## src/rtl/config_pkg.sv

```systemverilog
// Active floating-point configuration shared by the FMA pipeline blocks.
// Double precision: 11-bit exponent, 52-bit fraction, 106-bit product/sum.
package config_pkg;

  localparam int NE     = 11;
  localparam int NF     = 52;
  localparam int FMALEN = 2 * (NF + 1);

endpackage

```

## src/rtl/fma_norm_seq_pkg.sv

```systemverilog
// Shared types for the sequential FMA sum normalizer.
// The pass-through fields travel with the operand but are never shifted.
package fma_norm_seq_pkg;

  import config_pkg::*;

  typedef struct packed {
    logic [NE+1:0] exp;
    logic          zero;
    logic          subnorm;
  } norm_meta_t;

endpackage

```

## src/rtl/fma_norm_seq_if.sv

```systemverilog
// Handshake and data bundle between the shift calculation, the normalizer
// and its consumer. The master drives operands; the slave is the normalizer.
interface fma_norm_seq_if;

  import config_pkg::*;

  localparam int SW = $clog2(FMALEN + 1);

  logic              Flush;
  logic              InValid;
  logic              InReady;
  logic [FMALEN-1:0] FmaSm;
  logic [SW-1:0]     FmaShiftAmt;
  logic [NE+1:0]     NormSumExp;
  logic              FmaSZero;
  logic              FmaPreResultSubnorm;
  logic              OutValid;
  logic              OutReady;
  logic [FMALEN-1:0] Shifted;
  logic [NE+1:0]     ShiftedExp;
  logic              ShiftedZero;
  logic              ShiftedSubnorm;

  modport master (
    output Flush, InValid, FmaSm, FmaShiftAmt, NormSumExp, FmaSZero,
           FmaPreResultSubnorm, OutReady,
    input  InReady, OutValid, Shifted, ShiftedExp, ShiftedZero, ShiftedSubnorm
  );

  modport slave (
    input  Flush, InValid, FmaSm, FmaShiftAmt, NormSumExp, FmaSZero,
           FmaPreResultSubnorm, OutReady,
    output InReady, OutValid, Shifted, ShiftedExp, ShiftedZero, ShiftedSubnorm
  );

endinterface

```

## src/rtl/fma_norm_step.sv

```systemverilog
// One cycle's worth of left shift; the caller guarantees k never exceeds STEP.
// Zeros enter from the LSB and bits leaving the MSB are dropped.
module fma_norm_step #(
  parameter int W  = 106,
  parameter int KW = 5
) (
  input  logic [W-1:0]  data,
  input  logic [KW-1:0] k,
  output logic [W-1:0]  result
);

  assign result = data << k;

endmodule

```

## src/rtl/fma_norm_seq.sv

```systemverilog
// Multi-cycle normalizer: left-shifts the FMA sum by up to STEP bits per
// cycle until the requested count is consumed, then holds the result.
module fma_norm_seq
  import config_pkg::*;
  import fma_norm_seq_pkg::*;
#(
  parameter int STEPLOG2 = 4
) (
  input logic          clk,
  input logic          reset,
  fma_norm_seq_if.slave bus
);

  localparam int STEP = 2 ** STEPLOG2;
  localparam int SW   = $clog2(FMALEN + 1);
  localparam int KW   = STEPLOG2 + 1;
  localparam int RW   = (SW > KW) ? SW : KW;

  localparam logic [RW-1:0] STEP_R = RW'(STEP);
  localparam logic [RW-1:0] LEN_R  = RW'(FMALEN);
  localparam logic [KW-1:0] STEP_K = KW'(STEP);

  typedef enum logic [1:0] {IDLE, SHIFT, DONE} state_t;

  state_t            state;
  state_t            next_state;
  logic              accept;
  logic              last_step;
  logic [FMALEN-1:0] data_q;
  logic [FMALEN-1:0] step_out;
  logic [RW-1:0]     rem_q;
  logic [RW-1:0]     amt_ext;
  logic [RW-1:0]     amt_clamped;
  logic [KW-1:0]     k;
  norm_meta_t        meta_q;
  norm_meta_t        meta_in;

  // Counts beyond FMALEN are clamped so the walk always ends in a few steps.
  assign amt_ext     = RW'(bus.FmaShiftAmt);
  assign amt_clamped = (amt_ext > LEN_R) ? LEN_R : amt_ext;
  assign k           = (rem_q > STEP_R) ? STEP_K : rem_q[KW-1:0];
  assign last_step   = (rem_q <= STEP_R);

  assign meta_in.exp     = bus.NormSumExp;
  assign meta_in.zero    = bus.FmaSZero;
  assign meta_in.subnorm = bus.FmaPreResultSubnorm;

  fma_norm_step #(
    .W  (FMALEN),
    .KW (KW)
  ) u_step (
    .data   (data_q),
    .k      (k),
    .result (step_out)
  );

  always_ff @(posedge clk or posedge reset) begin
    if (reset) begin
      state <= IDLE;
    end else begin
      state <= next_state;
    end
  end

  // Flush overrides every other transition, including a pending handoff.
  always_comb begin
    next_state = state;
    accept     = 1'b0;
    unique case (state)
      IDLE: begin
        if (bus.InValid && !bus.Flush) begin
          accept     = 1'b1;
          next_state = bus.FmaSZero ? DONE : SHIFT;
        end
      end
      SHIFT: begin
        if (last_step) begin
          next_state = DONE;
        end
      end
      DONE: begin
        if (bus.OutReady) begin
          next_state = IDLE;
        end
      end
      default: next_state = IDLE;
    endcase
    if (bus.Flush) begin
      next_state = IDLE;
    end
  end

  always_ff @(posedge clk or posedge reset) begin
    if (reset) begin
      data_q <= '0;
      rem_q  <= '0;
      meta_q <= '0;
    end else if (accept) begin
      data_q <= bus.FmaSZero ? '0 : bus.FmaSm;
      rem_q  <= amt_clamped;
      meta_q <= meta_in;
    end else if (state == SHIFT && !bus.Flush) begin
      data_q <= step_out;
      rem_q  <= rem_q - RW'(k);
    end
  end

  assign bus.InReady        = (state == IDLE);
  assign bus.OutValid       = (state == DONE);
  assign bus.Shifted        = data_q;
  assign bus.ShiftedExp     = meta_q.exp;
  assign bus.ShiftedZero    = meta_q.zero;
  assign bus.ShiftedSubnorm = meta_q.subnorm;

endmodule
```

## src/flat_wrapper.sv

```systemverilog
// flat-port wrapper written by rule: the top's interface ports become plain ports
module fma_norm_seq_flat import config_pkg::*; import fma_norm_seq_pkg::*;
#(
  parameter int STEPLOG2 = 4
)
  (clk, reset, bus_Flush, bus_InValid, bus_FmaSm, bus_FmaShiftAmt, bus_NormSumExp, bus_FmaSZero, bus_FmaPreResultSubnorm, bus_OutReady, bus_InReady, bus_OutValid, bus_Shifted, bus_ShiftedExp, bus_ShiftedZero, bus_ShiftedSubnorm);
  fma_norm_seq_if bus_i ();
  input logic clk;
  input logic reset;
  input wire logic [$bits(bus_i.Flush)-1:0] bus_Flush;
  input wire logic [$bits(bus_i.InValid)-1:0] bus_InValid;
  input wire logic [$bits(bus_i.FmaSm)-1:0] bus_FmaSm;
  input wire logic [$bits(bus_i.FmaShiftAmt)-1:0] bus_FmaShiftAmt;
  input wire logic [$bits(bus_i.NormSumExp)-1:0] bus_NormSumExp;
  input wire logic [$bits(bus_i.FmaSZero)-1:0] bus_FmaSZero;
  input wire logic [$bits(bus_i.FmaPreResultSubnorm)-1:0] bus_FmaPreResultSubnorm;
  input wire logic [$bits(bus_i.OutReady)-1:0] bus_OutReady;
  output wire logic [$bits(bus_i.InReady)-1:0] bus_InReady;
  output wire logic [$bits(bus_i.OutValid)-1:0] bus_OutValid;
  output wire logic [$bits(bus_i.Shifted)-1:0] bus_Shifted;
  output wire logic [$bits(bus_i.ShiftedExp)-1:0] bus_ShiftedExp;
  output wire logic [$bits(bus_i.ShiftedZero)-1:0] bus_ShiftedZero;
  output wire logic [$bits(bus_i.ShiftedSubnorm)-1:0] bus_ShiftedSubnorm;
  assign bus_i.Flush = bus_Flush;
  assign bus_i.InValid = bus_InValid;
  assign bus_i.FmaSm = bus_FmaSm;
  assign bus_i.FmaShiftAmt = bus_FmaShiftAmt;
  assign bus_i.NormSumExp = bus_NormSumExp;
  assign bus_i.FmaSZero = bus_FmaSZero;
  assign bus_i.FmaPreResultSubnorm = bus_FmaPreResultSubnorm;
  assign bus_i.OutReady = bus_OutReady;
  assign bus_InReady = bus_i.InReady;
  assign bus_OutValid = bus_i.OutValid;
  assign bus_Shifted = bus_i.Shifted;
  assign bus_ShiftedExp = bus_i.ShiftedExp;
  assign bus_ShiftedZero = bus_i.ShiftedZero;
  assign bus_ShiftedSubnorm = bus_i.ShiftedSubnorm;
  fma_norm_seq #(.STEPLOG2(STEPLOG2)) u_core (.clk(clk), .reset(reset), .bus(bus_i));
endmodule
```

## config.mk

```make
export PLATFORM = sky130hd
export DESIGN_NAME = fma_norm_seq_flat
export DESIGN_NICKNAME = d
export VERILOG_FILES = /design/src/rtl/config_pkg.sv /design/src/rtl/fma_norm_seq_pkg.sv /design/src/rtl/fma_norm_seq_if.sv /design/src/rtl/fma_norm_step.sv /design/src/rtl/fma_norm_seq.sv /design/src/flat_wrapper.sv
export SDC_FILE = /design/constraint.sdc
export NUM_CORES = 1
export LEC_CHECK = 0
export BUFFER_PORTS_ARGS = -buffer_cell sky130_fd_sc_hd__buf_4
export CAP_MARGIN = 20
export CORE_ASPECT_RATIO = 1.5
export CORE_MARGIN = 1
export CORE_UTILIZATION = 50
export CTS_CLUSTER_SIZE = 12
export DETAILED_ROUTE_END_ITERATION = 6
export GPL_TIMING_DRIVEN = 1
export PLACE_DENSITY = 0.86
export SETUP_SLACK_MARGIN = 0.2
export SLEW_MARGIN = 10
export SYNTH_ARGS = -nofsm -noshare
export SYNTH_HDL_FRONTEND = slang
export SYNTH_HIERARCHICAL = 1
export SYNTH_SLANG_ARGS = --single-unit
```

## constraint.sdc

```tcl
create_clock -name clk -period 7.4 [get_ports clk]
set_input_delay 0.74 -clock clk [delete_from_list [all_inputs] [get_ports clk]]
set_output_delay 0.74 -clock clk [all_outputs]
set_load 0.01 [all_outputs]
```

==> metrics.txt <==
Mapped Area=12200 sq um; Critical Path Sink Type=flop; Worst-path clk slew=0.06 ns; grt ovf=0; Syn. warnings=6; sequential area share after synthesis=0.2666; syn_nets=approximately 1500; H-tree levels=4; die height=between 150 and 200 microns; Worst Max-Slew Pin Slew=1.084 ns; Skew-Pair Late Insertion Delay=0.44 ns; ys flop type=dfrtp_1; Post-DP HPWL=32980 microns; Yosys cell types=62; clk root buf=clkbuf_16; fin area=14570 sq um; failing checks=design-rule violations; die width=129.6 microns; DR vias=13252; Routed Antenna Nets=0; Synth async-reset ratio=1.000; number of flops mapped to enable cells by yosys=0; die area=25050 sq um; RSZ-0062 raised after global routing=false; Ant. Diodes=0; maximum vdd drop=0.0001803 V; postcts setup bufs=0; average wire per standard cell=between 20 and 30 microns; Setup TNS=0 ns; register bit count reported by yosys=between 100 and 150; pin count of the biggest net entering global routing=108; cts hold-fix bufs=0; Placement Rows=69; Vias/cell=7.004; GRT Util Overall=0.3806; NumNets Final=roughly 1700; Worst Hold Class=in -> async; first-pass GRT wire length=72680 microns; Longest Clk Path Bufs=2; antenna violations before repair=0; Area after DPL=between 10000 and 15000 sq um; DR DRC count=7; Fin. Hold Viols=0; CP Max Fanout=31; P per Cell Area=314.8 nW/um^2; starting density of the core=0.5121; vias in the first global route=12725; cts bufs inserted=17; Layout Skew=0.01018 ns; Multi-input gate area=8250 sq um; worst r2r src=u_core/rem_q[4]; WP data required=around 7.7 ns; CTS tree=done; register area=around 3300 sq um; Tmin final=4.264 ns; initial drt markers=2007; ratio of cells with drive above 1 in the final layout=0.3007; GP Congestion=roughly 1.0; final wirelength=47310 microns; Layout area overhead=19.42%; endpoints failing setup=0; Fillers=2070; max-slew violation count=0; IO Port Bufs=255; Synth Instances=1411; P_leak=0.006076 uW; Sink Count=between 100 and 150; core area=between 20000 and 25000 sq um; Critical Path AT=roughly 4.5 ns; period utilization=0.5763; Peak Freq=between 200 and 250 MHz; crit path kind=reg -> reg; startpoint types=flop; max-cap violations=0; Post-CTS Resized=0; status=complete, but fails checks; drt pass-1 iters=7; I/O pins=256; syn avg cell area=slightly below 9 sq um; Setup crit start=u_core/rem_q[4]; slew margin rel.=0.2744
-- cells in the final DEF (no fill, tap or decap), types with 5 or more instances in the layout --
cell | synthesis | final
a211oi_1 | 11 | 11
a21oi_1 | 117 | 117
a22o_1 | 6 | 6
a22oi_1 | 44 | 44
a31oi_1 | 111 | 111
and2_1 | 7 | 6
buf_4 | 4 | 271
clkbuf_1 | 65 | 5
clkbuf_16 | 0 | 17
dfrtp_1 | 130 | 130
mux2_2 | 71 | 71
mux2i_1 | 74 | 74
mux4_2 | 85 | 85
nand2_1 | 300 | 298
nand2b_1 | 6 | 6
nand3_1 | 12 | 12
nor2_1 | 87 | 86
nor3_1 | 11 | 11
o211ai_1 | 16 | 16
o21a_1 | 6 | 6
o21ai_0 | 12 | 12
o221ai_1 | 5 | 5
o22a_1 | 6 | 6
o22ai_1 | 91 | 91
-- synth_stat cells, types with 7 or more instances --
cell type / number / area share
nand2_1: 300 / 0.092
dfrtp_1: 130 / 0.27
a21oi_1: 117 / 0.048
a31oi_1: 111 / 0.057
o22ai_1: 91 / 0.047
nor2_1: 87 / 0.027
mux4_2: 85 / 0.16
mux2i_1: 74 / 0.061
mux2_2: 71 / 0.066
clkbuf_1: 65 / 0.020
buf_2: 50 / 0.021
a22oi_1: 44 / 0.027
o211ai_1: 16 / 0.0098
nand3_1: 12 / 0.0049
o21ai_0: 12 / 0.0049
a211oi_1: 11 / 0.0068
nor3_1: 11 / 0.0045
buf_1: 10 / 0.0031
buf_6: 9 / 0.0083
and2_1: 7 / 0.0036
-- sequential cells by signal (all words and copies together) (netlist names) --
signal,count
u_core/bus.ShiftedZero,1
u_core/bus.Shifted,106
u_core/bus.ShiftedExp,13
u_core/rem_q,7
u_core/bus.ShiftedSubnorm,1
u_core/state,2
-- final cells by class --
type                    instances  area share
repair buffers                272      0.1410
well taps                     319     0.02739
flip-flops and latches        130      0.2233
clock buffers                  24     0.03237
inverters                       9    0.002576
clock inverters                 6    0.007213
multi-input cells            1132      0.5662
-- routing by layer --
metal	up-vias	share of wire	GRT usage
met1	6346	0.35	0.4519
li1	5686	-	-
met3	247	0.092	0.08822
met5	-	0	0
met4	0	0.079	0.2799
met2	973	0.48	0.5964
-- report_power, final --
| group | internal [uW] | switching, uW |
|---|---|---|
| Sequential | 912 | 383 |
| Combinational | 1090 | 1340 |
| Clock | 542 | 322 |
| Total | 2540 | 2050 |
-- cell families (layout without fill, tap and decap cells) --
| kind of cell | count (synthesis) | count (layout) | share of synthesized area |
|---|---|---|---|
| multiplexers | 232 | 232 | 0.2856 |
| flip-flops | 130 | 130 | 0.2666 |
| AND/OR/NAND/NOR | 442 | 442 | 0.1475 |
| adder cells (fa/ha/maj) | 1 | 1 | 0.001025 |
| other | 1 | 1 | 0.0003073 |
| buffers and inverters | 149 | 311 | 0.05978 |
| AO/OA/AOI/OAI | 456 | 456 | 0.2392 |
-- critical path, stage by stage (launching register included) --
cell	delay [ns]
dfrtp_1	0.45
nor3_1	0.42
and2_1	0.19
buf_4	0.30
clkinv_1	0.71
nand2_1	0.98
buf_4	0.43
o22a_1	0.17
nand3_1	0.21
nand2_1	0.13
a31oi_1	0.09
-- final timing paths --
path	slack [ns]	end	cells past startpoint
setup / recovery	3.14	u_core/bus.Shifted[34]	10
hold / removal	0.45	u_core/bus.ShiftedZero	2
setup reg to reg	3.14	u_core/bus.Shifted[34]	10
hold reg to reg	0.48	u_core/bus.ShiftedExp[5]	2
max in group asynchronous	5.52	u_core/bus.Shifted[68]	3
min in group clk	0.48	u_core/bus.ShiftedExp[5]	2
-- metrics by stage --
step	worst slack (ns)	utilization	power, uW	cells	hold slack [ns]
6_report	3.136	0.6115	4587	1892	0.4533
5_1_grt	2.845	0.6115	4772	1892	0.4799
4_1_cts	3.307	0.6115	4485	1892	0.4728
2_1_floorplan	3.191	-	2658	1411	0.4966
3_3_place_gp	3.365	0.5873	3574	1862	0.4595
3_5_place_dp	3.314	0.5873	3611	1862	0.4639
No activity file was read; power rests on OpenSTA's default activity.
